$ cat config.mk
export PLATFORM = sky130hd
export DESIGN_NAME = sys_ctrl_unit
export DESIGN_NICKNAME = d
export VERILOG_FILES = /design/src/rtl/sys_ctrl_unit_pkg.sv /design/src/rtl/sys_ctrl_unit_prio.sv /design/src/rtl/sys_ctrl_unit.sv
export SDC_FILE = /design/constraint.sdc
export NUM_CORES = 1
export LEC_CHECK = 0
export CAP_MARGIN = 20
export CORE_ASPECT_RATIO = 1.4
export CORE_UTILIZATION = 50
export CTS_CLUSTER_DIAMETER = 200
export DETAILED_ROUTE_END_ITERATION = 8
export PLACE_DENSITY = 0.8
export SLEW_MARGIN = 20
export SYNTH_ARGS = -nofsm -noshare
export SYNTH_HDL_FRONTEND = slang
export SYNTH_HIERARCHICAL = 1
export SYNTH_SLANG_ARGS = --single-unit
$ cat constraint.sdc
create_clock -name clk -period 5.4 [get_ports clk]
set_clock_uncertainty 0.15 [all_clocks]
set_input_delay 0.81 -clock clk [delete_from_list [all_inputs] [get_ports clk]]
set_output_delay 0.81 -clock clk [all_outputs]
set_load 0.005 [all_outputs]
$ cat src/rtl/sys_ctrl_unit_pkg.sv
// Shared definitions for the cpu32e2 system control unit: op encodings and
// the priority value that marks "no handler active".
package sysCtrlPkg;

  localparam int OP_WIDTH = 3;

  typedef enum logic [OP_WIDTH-1:0] {
    NO_OP         = 3'd0,
    SET_INTEN     = 3'd1,
    RESET_INTEN   = 3'd2,
    WRITE_FLAGS   = 3'd3,
    WRITE_SYSCALL = 3'd4,
    WRITE_DRL     = 3'd5,
    WRITE_IMR     = 3'd6,
    CLR_ERR       = 3'd7
  } sys_op_t;

  // Idle priority sits one above the lowest-priority channel so every
  // channel index compares as "more urgent" when no handler is running.
  function automatic int idle_pri(input int channels);
    return channels;
  endfunction

endpackage

$ cat src/rtl/sys_ctrl_unit_prio.sv
// Combinational priority picker: lowest-index channel that is pending,
// unmasked and strictly more urgent than the running handler.
module sys_irq_prio #(
  parameter int CHANNELS = 8,
  parameter int PRI_W    = $clog2(CHANNELS + 1),
  parameter int IDX_W    = $clog2(CHANNELS)
) (
  input  logic [CHANNELS-1:0] pending,
  input  logic [CHANNELS-1:0] mask,
  input  logic [PRI_W-1:0]    pri_limit,
  output logic                valid,
  output logic [IDX_W-1:0]    index
);

  // Scan from the highest index down so the last hit is the most urgent channel.
  always_comb begin
    valid = 1'b0;
    index = '0;
    for (int i = CHANNELS - 1; i >= 0; i--) begin
      if (pending[i] && mask[i] && (PRI_W'(i) < pri_limit)) begin
        valid = 1'b1;
        index = IDX_W'(i);
      end
    end
  end

endmodule

$ cat src/rtl/sys_ctrl_unit.sv
// System-state unit: executes the per-cycle system op, owns flags/syscall/
// DRL/IMR and runs a nested, prioritised, edge-latched interrupt controller.
module sys_ctrl_unit
  import sysCtrlPkg::*;
#(
  parameter int IRQ_CHANNELS = 8,
  parameter int NEST_DEPTH   = 4,
  parameter int FLAG_WIDTH   = 8,
  parameter int DATA_WIDTH   = 32,
  parameter int IDX_W        = $clog2(IRQ_CHANNELS),
  parameter int NEST_W       = $clog2(NEST_DEPTH + 1)
) (
  input  logic                    clk,
  input  logic                    reset,
  input  logic                    enable,
  input  logic [OP_WIDTH-1:0]     op,
  input  logic [FLAG_WIDTH-1:0]   flagsIn,
  input  logic [DATA_WIDTH-1:0]   dataIn,
  input  logic [IRQ_CHANNELS-1:0] irqReq,
  output logic [FLAG_WIDTH-1:0]   flags,
  output logic [DATA_WIDTH-1:0]   syscall,
  output logic [DATA_WIDTH-1:0]   drl,
  output logic [IRQ_CHANNELS-1:0] imr,
  output logic                    intEnable,
  output logic                    interruptPending,
  output logic [IDX_W-1:0]        irqVector,
  output logic [NEST_W-1:0]       nestLevel,
  output logic                    stackErr
);

  localparam int PRI_W = $clog2(IRQ_CHANNELS + 1);
  localparam logic [PRI_W-1:0] IDLE = PRI_W'(idle_pri(IRQ_CHANNELS));
  // Stack is sized to the full pointer range so the pointer indexes it
  // without truncation; slots at or above NEST_DEPTH are never written.
  localparam int SLOTS = 1 << NEST_W;

  sys_op_t                 cur_op;
  logic [IRQ_CHANNELS-1:0] irq_q;
  logic [IRQ_CHANNELS-1:0] pending;
  logic [IRQ_CHANNELS-1:0] pend_next;
  logic [PRI_W-1:0]        cur_pri;
  logic                    stack_ie  [SLOTS];
  logic [PRI_W-1:0]        stack_pri [SLOTS];
  logic                    win_valid;
  logic [IDX_W-1:0]        win_idx;
  logic                    stack_full;
  logic                    entry;

  assign cur_op     = sys_op_t'(op);
  assign stack_full = (nestLevel == NEST_W'(NEST_DEPTH));
  assign entry      = enable && (cur_op == RESET_INTEN);

  sys_irq_prio #(
    .CHANNELS (IRQ_CHANNELS),
    .PRI_W    (PRI_W),
    .IDX_W    (IDX_W)
  ) u_prio (
    .pending   (pending),
    .mask      (imr),
    .pri_limit (cur_pri),
    .valid     (win_valid),
    .index     (win_idx)
  );

  assign interruptPending = intEnable && win_valid;

  // Next pending: entry clears the accepted channel, then a fresh edge sets it again so it is never lost.
  always_comb begin
    pend_next = pending;
    if (entry && win_valid) begin
      pend_next[win_idx] = 1'b0;
    end
    pend_next = pend_next | (irqReq & ~irq_q);
  end

  // Edge capture every cycle; system ops only when the pipeline advances.
  always_ff @(posedge clk or posedge reset) begin
    if (reset) begin
      irq_q     <= '0;
      pending   <= '0;
      flags     <= '0;
      syscall   <= '0;
      drl       <= '0;
      imr       <= '1;
      intEnable <= 1'b1;
      cur_pri   <= IDLE;
      irqVector <= '0;
      nestLevel <= '0;
      stackErr  <= 1'b0;
      for (int s = 0; s < SLOTS; s++) begin
        stack_ie[s]  <= 1'b0;
        stack_pri[s] <= '0;
      end
    end else begin
      irq_q   <= irqReq;
      pending <= pend_next;
      if (enable) begin
        case (cur_op)
          WRITE_FLAGS:   flags   <= flagsIn;
          WRITE_SYSCALL: syscall <= dataIn;
          WRITE_DRL:     drl     <= dataIn;
          WRITE_IMR:     imr     <= dataIn[IRQ_CHANNELS-1:0];
          RESET_INTEN: begin
            if (!stack_full) begin
              stack_ie[nestLevel]  <= intEnable;
              stack_pri[nestLevel] <= cur_pri;
              nestLevel            <= nestLevel + NEST_W'(1);
            end else begin
              stackErr <= 1'b1;
            end
            intEnable <= 1'b0;
            if (win_valid) begin
              cur_pri   <= PRI_W'(win_idx);
              irqVector <= win_idx;
            end
          end
          SET_INTEN: begin
            if (nestLevel != '0) begin
              intEnable <= stack_ie[nestLevel - NEST_W'(1)];
              cur_pri   <= stack_pri[nestLevel - NEST_W'(1)];
              nestLevel <= nestLevel - NEST_W'(1);
            end else begin
              intEnable <= 1'b1;
              cur_pri   <= IDLE;
              stackErr  <= 1'b1;
            end
          end
          CLR_ERR:       stackErr <= 1'b0;
          default:       ;
        endcase
      end
    end
  end

endmodule

Word-level counts from Yosys, hierarchy flattened
Cells that the tools add are included.
{ "word_totals": {"register_bits": 148, "input_bits": 54, "out_inout_bits": 89, "word_cells": 139} }
{ "classes": {"addsub": 2, "magnitude_cmp": 13, "eq_ne": 13, "mux": 42, "bitwise": 8, "reduce_logical": 34} }
{ "ops": {"columns": ["op", "count"], "rows": [
  ["bitwise mux 32 bit", 1],
  ["two-way mux 3 bit", 10],
  ["logical AND 1 bit", 21],
  ["two-way mux 4 bit", 5],
  ["bitwise AND 8 bit", 2],
  ["< comparator 3 x 4 -> 1 bit (first input constant)", 4],
  ["inverter 8 bit", 2],
  ["== test 3 bit (second input constant)", 5],
  ["two-way mux 1 bit", 15],
  ["binary-select mux 4 bit (select 3 bit)", 1],
  ["demux 4 bit (select 3 bit)", 1],
  ["!= test 2 bit (second input constant)", 5],
  ["AND reduction 2 bit", 5],
  ["AND reduction 3 bit", 3],
  ["bitwise mux 8 bit", 1],
  [">= comparator 4 bit (second input constant)", 2],
  ["< comparator 1 x 4 -> 1 bit (first input constant)", 2],
  ["< comparator 2 x 4 -> 1 bit (first input constant)", 2],
  ["two-way mux 8 bit", 1],
  ["inverter 3 -> 4 bit", 2],
  ["OR 8 bit", 1],
  ["case mux 4 bit (2 select lines)", 1],
  ["AND reduction 4 bit", 2],
  ["demux 1 bit (select 3 bit)", 2],
  ["other kinds (14)", 16]
]} }

Logic depth before layout (Yosys ltp)
Gate-level depths: netlist of the first run.
{ "depth": {"ltp_word": 18, "mapped_depth": 8} }

Cells and area by module
The synthesis of the first run kept the hierarchy.
{ "by_module_without_submodules": {"columns": ["module", "instances", "cells_per_inst", "area_per_inst_um2", "seq_area_each_um2"], "rows": [
  ["sys_ctrl_unit", 1, 400, 6200.9, 3716.1],
  ["sys_irq_prio", 1, 26, 177.7, 0.0]
]} }

Least setup slack after synthesis of the first run
No wires, ideal clock.
{ "synth_timing": {"path_type": "register -> register", "start": "register nestLevel[0]", "end": "register intEnable", "setup_ps": 86, "t_arrival_ps": 2316, "path_slack_ps": 2848, "stages_incl_launch_ff": 9, "period_less_slack_ps": 2552, "cell_sequence": "dfrtp_1 buf_2 inv_1 ha_1 clkbuf_1 buf_2 mux4_2 o22ai_1 o21ai_1"} }
{ "synth_between": {"elab_chain_cells": 7} }
{ "synth_lines": {"columns": ["item", "line_no", "source"], "rows": [
  ["start, declared", "sys_ctrl_unit.sv:27", "output logic [NEST_W-1:0] nestLevel,"],
  ["start signal, assigned", "sys_ctrl_unit.sv:107", "nestLevel <= nestLevel + NEST_W'(1);"],
  ["start signal, assigned", "sys_ctrl_unit.sv:121", "nestLevel <= nestLevel - NEST_W'(1);"],
  ["subtractor 3 x 1 -> 3 bit", "sys_ctrl_unit.sv:119", "intEnable <= stack_ie[nestLevel - NEST_W'(1)];"],
  ["inverter 3 -> 4 bit (not written as such)", "sys_ctrl_unit.sv:119", null],
  ["binary-select mux 1 bit (select 3 bit)", "sys_ctrl_unit.sv:119", null],
  ["two-way mux 1 bit (not written as such) (2 in a row)", "sys_ctrl_unit.sv:119", null],
  ["two-way mux 1 bit (*)", "sys_ctrl_unit.sv:118", "if (nestLevel != '0) begin"],
  ["case mux 1 bit (2 select lines) (*)", "sys_ctrl_unit.sv:98", "case (cur_op)"],
  ["end signal, assigned", "sys_ctrl_unit.sv:119", null],
  ["end, declared", "sys_ctrl_unit.sv:24", "output logic intEnable,"]
]} }
Mark *: on every way between the ends. The rest lies on a longest branch, timed or not. The select of a mux whose other input is x is not followed.
A chain may end at the register's enable or synchronous reset.

Final worst setup path of the first run
{ "layout_timing": {"start": "register cur_pri[2]", "end": "output interruptPending"} }
{ "layout_between": {"elab_chain_cells": 11} }
{ "layout_lines": {"columns": ["item", "line_no", "source"], "rows": [
  ["start, declared", "sys_ctrl_unit.sv:41", "logic [PRI_W-1:0] cur_pri;"],
  ["start signal, assigned", "sys_ctrl_unit.sv:113", "cur_pri <= PRI_W'(win_idx);"],
  ["start signal, assigned", "sys_ctrl_unit.sv:120", "cur_pri <= stack_pri[nestLevel - NEST_W'(1)];"],
  ["< comparator 3 x 4 -> 1 bit", "sys_ctrl_unit_prio.sv:20", "if (pending[i] && mask[i] && (PRI_W'(i) < pri_limit)) begin"],
  ["logical AND 1 bit", "sys_ctrl_unit_prio.sv:20", null],
  ["two-way mux 1 bit (7 in a row)", "sys_ctrl_unit_prio.sv:20", null],
  ["two-way mux 1 bit (*)", "sys_ctrl_unit_prio.sv:20", null],
  ["net win_valid", "sys_ctrl_unit.sv:44", "logic win_valid;"],
  ["logical AND 1 bit (*)", "sys_ctrl_unit.sv:65", "assign interruptPending = intEnable && win_valid;"],
  ["end, declared", "sys_ctrl_unit.sv:25", "output logic interruptPending,"]
]} }
The timed path passes the listed nets; every way through them passes the cells marked *.

==> flow_summary.json, run 1 <==
{
  "status": "completed",
  "drtIter0Drc": 201,
  "netlist_top_cells_count": "dfrtp_1 (138), mux2_2 (124), o21ai_0 (18)",
  "cts_hold_buf": 0,
  "synthCells": 426,
  "synth_compound_area_frac": 0.0410,
  "final_hold_viol_count": 0,
  "cts_resized": 0,
  "drv_cap": 0,
  "numCtsBuffers": 17,
  "worstMarginPinSlew_ns": 0.971,
  "routed_wl_mm": 15.2,
  "synth_simple_gate_area_frac": 0.0647,
  "die_w_um": 97.5,
  "async_flop_share": 1.00,
  "slew_headroom": 0.352,
  "core_region_area_um2": 12400,
  "via_count": 4162,
  "worstPathRequired_ns": 4.44,
  "muxShareOfSynthArea": 0.279,
  "grt_max_degree": 112,
  "die_h_um": 136,
  "dr.max_layer_used": "met4",
  "yosys.area.top_type_share": 0.541,
  "syn-num-nets": 483,
  "yosysTopAreaCell": "dfrtp_1",
  "die-area_um2": 13200,
  "dp_hpwl_mm": 10.4,
  "fin_crit_sh": 0.713,
  "synth_xor_area_frac": 0.00549,
  "crit_arrival_ns": 2.89,
  "avgSynthCellArea_um2": 15.0,
  "path_cells": "or2_4 > and4b_2 > nor3b_1 > nand3b_1 > and2_1 > clkdlybuf4s50_1",
  "ant_nets": 0,
  "antenna_found_initial": 0,
  "whs_ns": 0.266,
  "path_buf_inv": 1,
  "drive_gt1_frac": 0.332,
  "area_delta_synth_final_pct": 33.6,
  "postCtsSetupRepairBufs": 0,
  "dr_wl_met3_um": 989,
  "max_freq_mhz": 260,
  "peakVddDrop_mv": 0.282,
  "io_pins": 143,
  "cpLargestDelayFamily": "simple AND/OR/NAND/NOR gates",
  "wl_met2_mm": 8.03,
  "grt_pass1_vias": 4571,
  "ys.flop_type": "dfrtp_1",
  "fin_util": 0.689,
  "grt_pass1_wl_mm": 24.4,
  "place_congestion": 0.882,
  "slowest_delay_ns": 0.50,
  "finalMaxSlewViolations": 0,
  "synth_cell_types": 50,
  "cp_max_fo": 12,
  "finalSetupViolations": 0,
  "synth-edff-count": 0,
  "power_density_nw_per_um2": 452,
  "ys_top_cells_by_area": "dfrtp_1 (54%), mux2_2 (22%), mux4_2 (4.2%), dfstp_2 (4.1%), o21ai_0 (1.4%)",
  "cp_slowest_cell": "dfrtp_1",
  "cts-root-buf": "clkbuf_16",
  "cp-end-kind": "output pin",
  "clk_latency_ns": 0.41,
  "antenna_cells": 0,
  "synth_adder_area_share": 0.00588,
  "tns_ns": 0,
  "cts_buffer_depth": 2,
  "drc": 0,
  "multi_input_area_um2": 2550,
  "start_util": 0.516,
  "holdCritPathClass": "flop to flop",
  "cts_tree": "yes",
  "power.leakage_uw": 0.00367,
  "nets": 629,
  "wl_met1_mm": 5.82,
  "yosysWarnings": 6,
  "overflow": 0,
  "ys_seq_area_frac": 0.583,
  "rsz0062_at_grt": "false",
  "regArea_um2": 3720,
  "worst-setup-path-type": "flop to output pin",
  "synth_seq_cells": 148,
  "first_pass_iters": 4,
  "yosysMostFrequentCell": "dfrtp_1",
  "fill_cells": 879,
  "io_buffers": 142,
  "start_kind": "flop",
  "clk_pin_slew_ns": 0.06,
  "fp-row-count": 48,
  "grt_use_total": 0.241,
  "cts.sinks": 148,
  "cts_htree_levels": 4,
  "routed_via_density": 5.66,
  "fin_crit_ns": 3.85,
  "wl_per_cell_um": 20.7,
  "synth_top_family_by_area": "multiplexers",
  "syn_area_um2": 6380
}
==> area by class of cell <==
| type | instances | share of cell area |
|---|---|---|
| Multi-Input combinational cell | 249 | 0.299 |
| Clock inverter | 13 | 0.0144 |
| Tap cell | 150 | 0.0220 |
| Timing Repair Buffer | 145 | 0.169 |
| Inverter | 11 | 0.00543 |
| Clock buffer | 19 | 0.0532 |
| Sequential cell | 148 | 0.436 |
==> cell families (layout without fill, tap and decap cells) <==
| logic type | Yosys count | in the layout |
|---|---|---|
| simple gates | 57 | 57 |
| compound gates | 41 | 41 |
| mux | 144 | 144 |
| flops | 148 | 148 |
| buf+inv | 29 | 188 |
| fa+ha+maj | 3 | 3 |
| xor+xnor | 4 | 4 |
==> layer usage <==
metal	GRT usage	vias up
met5	0	-
met4	0.0801	0
met3	0.0805	27
met2	0.415	149
met1	0.283	2127
li1	-	1859
==> stage by stage <==
step	instance area (um2)	total power, uW	setup slack [ns]	cells
after global placement	7940	2680	2.13	703
after detailed placement	7940	2710	2.09	703
after CTS	8510	3860	1.60	735
after global routing	8520	4020	1.43	735
final	8520	3850	1.55	735
after floorplan	6380	2150	0.477	426
==> state kept, by name, indices dropped and copies added (netlist names), 8 cells and up <==
signal,cells
imr,8
pending,8
flags,8
irq_q,8
syscall,32
drl,32
stack_ie,8
stack_pri,32
==> placed cells by master, fill, tap and decap left out, types with 3 or more instances in the layout <==
master           Yosys  layout
nand2_1             13      13
clkinvlp_4           0       4
nand3b_1             4       4
mux2i_1              4       4
nor2b_1              3       3
clkbuf_16            0      17
dfstp_2             10      10
a32oi_1              3       3
inv_1               11      10
nand2b_1             5       5
buf_4                0       3
nor2_1               3       3
o22ai_1              3       3
mux2_2             124     124
inv_6                0       5
nand4b_1             3       3
nand3_1              5       5
clkdlybuf4s50_1      0     142
mux4_2              12      12
ha_1                 3       3
xnor2_1              3       3
dfrtp_1            138     138
and2_1               3       3
o21ai_0             18      18
==> final timing paths <==
check / startpoint / to / slack, ns / cells after the start
setup / recovery: cur_pri[2] / interruptPending / 1.55 / 6
hold / removal: irq_q[5] / pending[5] / 0.27 / 1
setup reg to reg: cur_pri[2] / cur_pri[1] / 2.03 / 8
hold reg to reg: irq_q[5] / pending[5] / 0.27 / 1
max in group asynchronous: reset / flags[3] / 3.16 / 3
min in group asynchronous: reset / nestLevel[2] / 0.83 / 2
==> power breakdown <==
part           switching [uW]  internal, uW
Clock                     473           664
Sequential                241          1350
Combinational             455           669
Power figures use the tool's default switching activity.
==> inputs of run 2 (changes only) <==
--- a/config.mk
+++ b/config.mk
@@ -7,10 +7,10 @@
 export LEC_CHECK = 0
 export CAP_MARGIN = 20
 export CORE_ASPECT_RATIO = 1.4
-export CORE_UTILIZATION = 50
+export CORE_UTILIZATION = 46
 export CTS_CLUSTER_DIAMETER = 200
 export DETAILED_ROUTE_END_ITERATION = 8
-export PLACE_DENSITY = 0.8
+export PLACE_DENSITY = 0.78
 export SLEW_MARGIN = 20
 export SYNTH_ARGS = -nofsm -noshare
 export SYNTH_HDL_FRONTEND = slang
==> constraint.sdc (replaced) <==
create_clock -name clk -period 3.3 [get_ports clk]
set_clock_uncertainty 0.15 [all_clocks]
set_input_delay 0.495 -clock clk [delete_from_list [all_inputs] [get_ports clk]]
set_output_delay 0.495 -clock clk [all_outputs]
set_load 0.005 [all_outputs]
==> run 2 against run 1 <==
Critical path depth unchanged. Routed wire length increased by 3.4%. Register-to-register slack got worse by 1.6 ns. Critical endpoint unchanged.
==> flow_summary.json, run 2 (synthesis gave the netlist of run 1 again) <==
{
  "pwr-share-clk": 0.316,
  "dp_cells": 745,
  "cts_buffer_depth": 2,
  "rsz0062_at_grt": "false",
  "fill_cells": 961,
  "grt_pass1_wl_mm": 25.4,
  "grt_max_degree": 113,
  "switching_share": 0.288,
  "grt_use_total": 0.235,
  "antenna_found_initial": 0,
  "worstMarginPinSlew_ns": 0.718,
  "nets": 642,
  "p_sw_uw": 1920,
  "placed_area_um2": 8060,
  "die_w_um": 102,
  "tns_ns": 0,
  "drv_cap": 0,
  "r2r_start": "cur_pri[3]",
  "seqPwrFrac": 0.385,
  "grt_pass1_vias": 4861,
  "fin_crit_ns": 3.20,
  "fin_crit_sh": 0.970,
  "stdcell_count": 780,
  "ant_nets": 0,
  "cts_hold_buf": 0,
  "first_pass_iters": 4,
  "die_h_um": 141,
  "routed_via_density": 5.55,
  "io_pins": 143,
  "area_delta_synth_final_pct": 37.3,
  "routed_wl_mm": 15.7,
  "slowest_delay_ns": 0.50,
  "io_buffers": 142,
  "clk_latency_ns": 0.41,
  "cts.sinks": 148,
  "whs_ns": 0.269,
  "numCtsBuffers": 17,
  "r2r_slack_ns": 0.45,
  "clk_pin_slew_ns": 0.06,
  "combPwrFrac": 0.299,
  "holdCritPathClass": "flop to flop",
  "status": "completed",
  "final_common_cell": "clkdlybuf4s50_1",
  "cpLargestDelayFamily": "simple AND/OR/NAND/NOR gates",
  "cts-root-buf": "clkbuf_16",
  "final_cell_area_um2": 8760,
  "wl_per_cell_um": 20.1,
  "place_congestion": 0.845,
  "path_buf_inv": 1,
  "cts_htree_levels": 4,
  "slew_headroom": 0.521,
  "most-common-layout-cells": "clkdlybuf4s50_1 (142), dfrtp_1 (135), mux2_2 (124)",
  "cp_max_fo": 8,
  "final_hold_viol_count": 0,
  "drive_gt1_frac": 0.349,
  "min_from": "irq_q[2]",
  "cts_tree": "yes",
  "peakVddDrop_mv": 0.472,
  "cp_slowest_cell": "dfstp_4",
  "finalSetupViolations": 0,
  "path_cells": "or2_4 > o311a_1 > nand2b_4 > nand3b_1 > and2_1 > clkdlybuf4s50_1",
  "worstPathRequired_ns": 2.65,
  "worst-setup-path-type": "flop to output pin",
  "p_int_uw": 4750,
  "power.leakage_uw": 0.00377,
  "fp-row-count": 50,
  "max_freq_mhz": 313,
  "dp_hpwl_mm": 11.1,
  "finalMaxSlewViolations": 0,
  "cp-end-kind": "output pin",
  "drtIter0Drc": 264,
  "antenna_cells": 0,
  "crit_arrival_ns": 2.55,
  "die-area_um2": 14300,
  "start_util": 0.474,
  "startpoint": "cur_pri[3]",
  "start_kind": "flop",
  "power_density_nw_per_um2": 761,
  "drc": 0,
  "core_region_area_um2": 13500,
  "largest_registers": "drl x32, stack_pri x32, syscall x32",
  "via_count": 4331,
  "overflow": 0
}
run 2: cell type report:
type                            instances  area (um2)  share of cell area
Multi-Input combinational cell        249        2560               0.292
Clock inverter                         12         204              0.0233
Inverter                               11        45.0             0.00514
Timing Repair Buffer                  158        1550               0.177
Sequential cell                       148        3720               0.425
Clock buffer                           20         447              0.0510
Tap cell                              182         228              0.0260
run 2: repair_timing:
| item | 4_1_cts | 5_1_grt |
|---|---|---|
| buffers inserted | 1 | 2 |
| endpoints found under the hold margin | 0 | 0 |
| setup endpoints to repair | 1 | 1 |
| resized for setup | 0 | 6 |
| pin swaps | 1 | 2 |
run 2: power groups by stage:
stage / clock network, uW / logic [uW] / registers (uW)
6_report: 2110 / 1990 / 2570
5_1_grt: 2200 / 2130 / 2630
4_1_cts: 2130 / 1970 / 2570
3_5_place_dp: 0 / 1910 / 2590
3_3_place_gp: 0 / 1860 / 2560
2_1_floorplan: 0 / 1050 / 2480
run 2: worst register-to-register path: stages, from the launching register on:
cell      delay [ns]
dfstp_4         0.50
or2_4           0.29
o311a_1         0.32
nand2b_4        0.15
nand3b_1        0.24
buf_4           0.21
and3b_1         0.18
o21ai_0         0.15
buf_4           0.18
nand3b_1        0.18
o21ai_0         0.15
run 2: path summary, 6_finish.rpt:
| path | end | depth (start not counted) |
|---|---|---|
| setup / recovery | interruptPending | 6 |
| hold / removal | pending[2] | 1 |
| setup reg to reg | cur_pri[1] | 10 |
| hold reg to reg | pending[2] | 1 |
| max in group asynchronous | cur_pri[1] | 3 |
| min in group asynchronous | irq_q[6] | 3 |
run 2: per-layer routing:
layer	track usage	routed length [um]	up-vias
met5	0	0	-
met4	0.0847	365	0
met3	0.0759	1140	27
met2	0.405	8440	175
met1	0.270	5760	2249
li1	-	-	1880
run 2: stage by stage:
| stage | setup slack, ns | utilization | total power (uW) |
|---|---|---|---|
| after floorplan | 0.748 | - | 3530 |
| after global placement | 0.424 | 0.600 | 4420 |
| after detailed placement | 0.360 | 0.600 | 4500 |
| after CTS | 0.0542 | 0.648 | 6670 |
| after global routing | 0.0151 | 0.651 | 6960 |
| final | 0.100 | 0.651 | 6670 |
==> patch 1, RTL diff (flow settings as in run 2) <==
Add an input register stage for `irqReq`; this delays it by one clock. The other inputs are not delayed to match.
--- a/src/rtl/sys_ctrl_unit.sv
+++ b/src/rtl/sys_ctrl_unit.sv
@@ -35,2 +35,8 @@
   localparam int SLOTS = 1 << NEST_W;
+
+  logic [IRQ_CHANNELS-1:0] irqReq_q;
+
+  always_ff @(posedge clk) begin
+    irqReq_q <= irqReq;
+  end
 
@@ -72,3 +78,3 @@
     end
-    pend_next = pend_next | (irqReq & ~irq_q);
+    pend_next = pend_next | (irqReq_q & ~irq_q);
   end
@@ -94,3 +100,3 @@
     end else begin
-      irq_q   <= irqReq;
+      irq_q   <= irqReq_q;
       pending <= pend_next;
Formal check against the unedited RTL: not equivalent (a bounded check fails within 4 cycles, from zero or initial values and one cycle with reset high).
==> patch 1 against run 2 <==
  * Routed wire length up 1.2%
  * Core utilization down 0.26 points
  * Final area about the same
  * Critical path depth unchanged
  * Synthesized area up 1.2%
  * Sequential share of layout area up 1.7 points
  * Via count down 0.90%
  * Power up 0.56%
  * Sequential power up 7%
  * Worst setup slack worse by 0.016 ns
  * Sequential cell count up 8
  * Largest cell class unchanged
  * Highest routed layer unchanged
==> patch 1: results (changes against run 2) <==
HPWL Detailed 11.53 mm (+4.2%); clk pwr 1.93 mW (-9%); first-iteration detailed-routing DRC count 199 (-25%); Worst path max stage delay 0.48 ns (-0.02 ns); synth cell count leaders dfrtp_1, mux2_2, inv_1, nand3_1, dfstp_2; Syn Nets 490 (+1.4%); Yosys cell types 56 (+12%); FFs w/ async S/R, synth 94.87% (-5.1 points); setup bufs post-CTS 0 (-1); vias in the first global route 4750 (-2.3%); Int Power 4.780 mW (+0.65%); ranking of synthesized cells by area dfrtp_1, mux2_2, dfstp_2; crit path DAT 2.57 ns (+0.02 ns); WL/cell 20.18 µm (+0.18%); hold_sp irqReq_q[2]; largest net degree at the start of global routing 56 (-50%); PD cells 764.9 nW/µm² (+0.49%); first-pass GRT wire length 25.58 mm (+0.54%); Slowest-stage cell, CP dfrtp_2; crit path launch cur_pri[2]; Final GP Congestion 0.8043 (-4.8%); status completed; FILL cells 1029 (+7.1%); crit path max fanout 12 (+4); sequential share of the synthesized area 60.06% (+1.8 points); fin nets 650 (+1.2%); maximum VDD drop 0.5139 mV (+9.0%); Reg power frac 41.2% (+2.7 points); share of post-route cells with drive strength above 1 33.66% (-1.3 points)
patch 1: routing by layer:
layer  GRT usage (%)  share of wire [%]  wire, µm
met5               0                  0         0
met4           11.88                4.0       639
met2           38.71                 50      8016
met3           9.578                9.4      1496
met1           26.92                 36      5749
patch 1: metrics by stage:
step	std cells	cell area [µm²]	util [%]	setup WS, ns	hold slack [ns]
after floorplan	433	6457	-	0.7285	0.1822
after global placement	755	8159	60.38	0.5406	0.1858
after detailed placement	755	8159	60.38	0.4408	0.1875
after CTS	787	8750	64.75	0.02360	0.2016
after global routing	788	8763	64.85	0.03952	0.2157
final	788	8763	64.85	0.08392	0.1993
patch 1: final cells by class:
cell class | instances | area [µm²] | area share (%)
well taps | 182 | 227.7 | 2.599
inverters | 14 | 56.30 | 0.6425
clock buffers | 22 | 474.2 | 5.411
flip-flops and latches | 156 | 3877 | 44.25
clock inverters | 10 | 116.4 | 1.328
multi-input cells | 244 | 2430 | 27.73
repair buffers | 160 | 1582 | 18.05
patch 1: logic make-up (layout without fill, tap and decap cells):
| family | count (synthesis) | count (layout) | synth area share, % |
|---|---|---|---|
| DFF | 156 | 156 | 60.06 |
| muxes | 137 | 137 | 25.82 |
| and+or+nand+nor | 63 | 63 | 6.320 |
| AOI/OAI and AO/OA | 37 | 37 | 4.072 |
| buffers and inverters | 33 | 206 | 2.598 |
| xor gates and xnor gates | 4 | 4 | 0.5429 |
| adders and majority gates | 3 | 3 | 0.5817 |
patch 1: path summary, 6_finish.rpt:
kind                               endpoint  slack [ns]  depth (start not counted)
max in group asynchronous       syscall[24]        2.14                          3
min in group asynchronous        pending[5]        0.39                          3
hold / removal                     irq_q[2]        0.20                          0
setup reg to reg                 cur_pri[0]        0.46                          9
setup / recovery           interruptPending        0.08                          6
hold reg to reg                    irq_q[2]        0.20                          0
==> patch 2, RTL diff (flow settings as in run 2) <==
Without the edit above. `NEST_DEPTH`: 4 -> 2.
--- a/src/rtl/sys_ctrl_unit.sv
+++ b/src/rtl/sys_ctrl_unit.sv
@@ -6,3 +6,3 @@
   parameter int IRQ_CHANNELS = 8,
-  parameter int NEST_DEPTH   = 4,
+  parameter int NEST_DEPTH   = 2,
   parameter int FLAG_WIDTH   = 8,
Interface: changed (resized nestLevel); port bits go from 143 to 142. The function was not compared with the original's and may differ.
==> patch 2 against run 2 <==
  * Synthesized cell count down 13%
  * Synthesized area decreased by 14%
  * Worst setup slack improved by 0.067 ns
  * Combinational power is 18% lower
  * Routed wire length is 21% lower
  * Final area is 13% lower
  * Sequential cell count decreased by 21
  * Non-clock buffer count is 10 lower
  * Via count shrank 18%
  * Power decreased by 13%
  * Register-to-register slack improved by 0.12 ns
  * Critical path type unchanged
  * Largest cell class unchanged
==> patch 2: results (changes against run 2) <==
status completed; setup bufs post-CTS 0 (-1); vias in the first global route 4093 (-16%); worst reg2reg path endpoint pending[1]; switching share of power 27.08% (-1.7 points); sequential share of the synthesized area 58.13% (-0.13 points); ranking of synthesized cells by area dfrtp_1, mux2_2, mux2_4; Static Leakage 3.365 nW (-11%); biggest regs drl x32, syscall x32, stack_pri x16; fin nets 575 (-10%); Synth Area per Inst 14.84 µm² (-0.92%); Worst path max stage delay 0.45 ns (-0.05 ns); FILL cells 781 (-19%); final wirelength 12.45 mm (-21%); synthesis warning total 6 (unchanged); Final GP Congestion 0.8679 (+2.7%); Post-Synth Adder-Cell Area 0.9118% (+0.32 points); Post-Place Cells 642 (-14%); fmax 319.2 MHz (+2.1%); crit path max fanout 7 (-1); reg2reg setup slack 0.57 ns (+0.12 ns); r2r startpoint cur_pri[2]; first-iteration detailed-routing DRC count 100 (-62%); WL/cell 18.47 µm (-8.3%); pre-CTS setup slack 0.3708 ns (+0.01068 ns); share of post-route cells with drive strength above 1 27.55% (-7.4 points); total track usage 21.94% (-1.5 points); Yosys cell types 56 (+12%); R2R depth 6 (-4); vias per inst 5.291 (-4.7%); first-pass GRT wire length 20.75 mm (-18%); TritonRoute pass-1 iters 4 (unchanged); crit path DAT 2.49 ns (-0.06 ns); post-synthesis compound-gate area fraction 5.266% (+1.2 points); largest net degree at the start of global routing 88 (-22%); Relative slew margins 42.81% (-9.3 points); Syn Nets 428 (-11%); mux cell area share after synthesis 24.39% (-3.5 points); xor and xnor fraction of the mapped netlist area 0.3191% (-0.23 points); HPWL Detailed 8.794 mm (-21%); IO buf count 141 (-0.70%); Area after DPL 7018 µm² (-13%); PD cells 756.9 nW/µm² (-0.56%)
[patch 2: power by group through the flow]
| stage | sequential, mW | clock, mW | combinational (mW) |
|---|---|---|---|
| floorplan | 2.17 | 0 | 0.837 |
| global placement | 2.21 | 0 | 1.59 |
| detailed placement | 2.23 | 0 | 1.64 |
| CTS | 2.21 | 1.96 | 1.65 |
| global route | 2.26 | 2.03 | 1.76 |
| finish | 2.21 | 1.93 | 1.64 |
[patch 2: what timing repair did]
item | in CTS | in global routing
hold buffers | 0 | 0
gates resized for setup | 0 | 1
setup endpoints to repair | 0 | 1
[patch 2: worst min-delay path by stage]
stage / cells after the start / endpoint / slack, ns
global route: 0 / stack_ie[1] / 0.25
detailed placement: 0 / stack_ie[1] / 0.21
finish: 0 / stack_pri[4] / 0.22
CTS: 0 / stack_ie[1] / 0.23
global placement: 0 / stack_ie[1] / 0.21
floorplan: 1 / pending[2] / 0.24
[patch 2: routing by layer]
metal / up-vias / GRT usage (%) / wire length [µm]
met5: - / 0 / 0
met4: 0 / 9.145 / 267
met3: 18 / 8.333 / 872
met2: 112 / 36.92 / 6461
met1: 1813 / 24.39 / 4850
li1: 1623 / - / -
[patch 2: cells by family after synthesis]
logic type               after synthesis
flip-flops                           127
multiplexers                         107
AND/OR/NAND/NOR                       54
AO/OA/AOI/OAI                         43
buffers and inverters                 33
adder cells (fa/ha/maj)                4
XOR/XNOR                               2
[patch 2: final cells by class]
| class | count | share of cell area [%] |
|---|---|---|
| Timing Repair Buffer | 148 | 19.32 |
| Sequential cell | 127 | 41.74 |
| Clock inverter | 9 | 1.735 |
| Inverter | 13 | 0.6875 |
| Multi-Input combinational cell | 210 | 27.78 |
| Tap cell | 144 | 2.357 |
| Clock buffer | 23 | 6.384 |
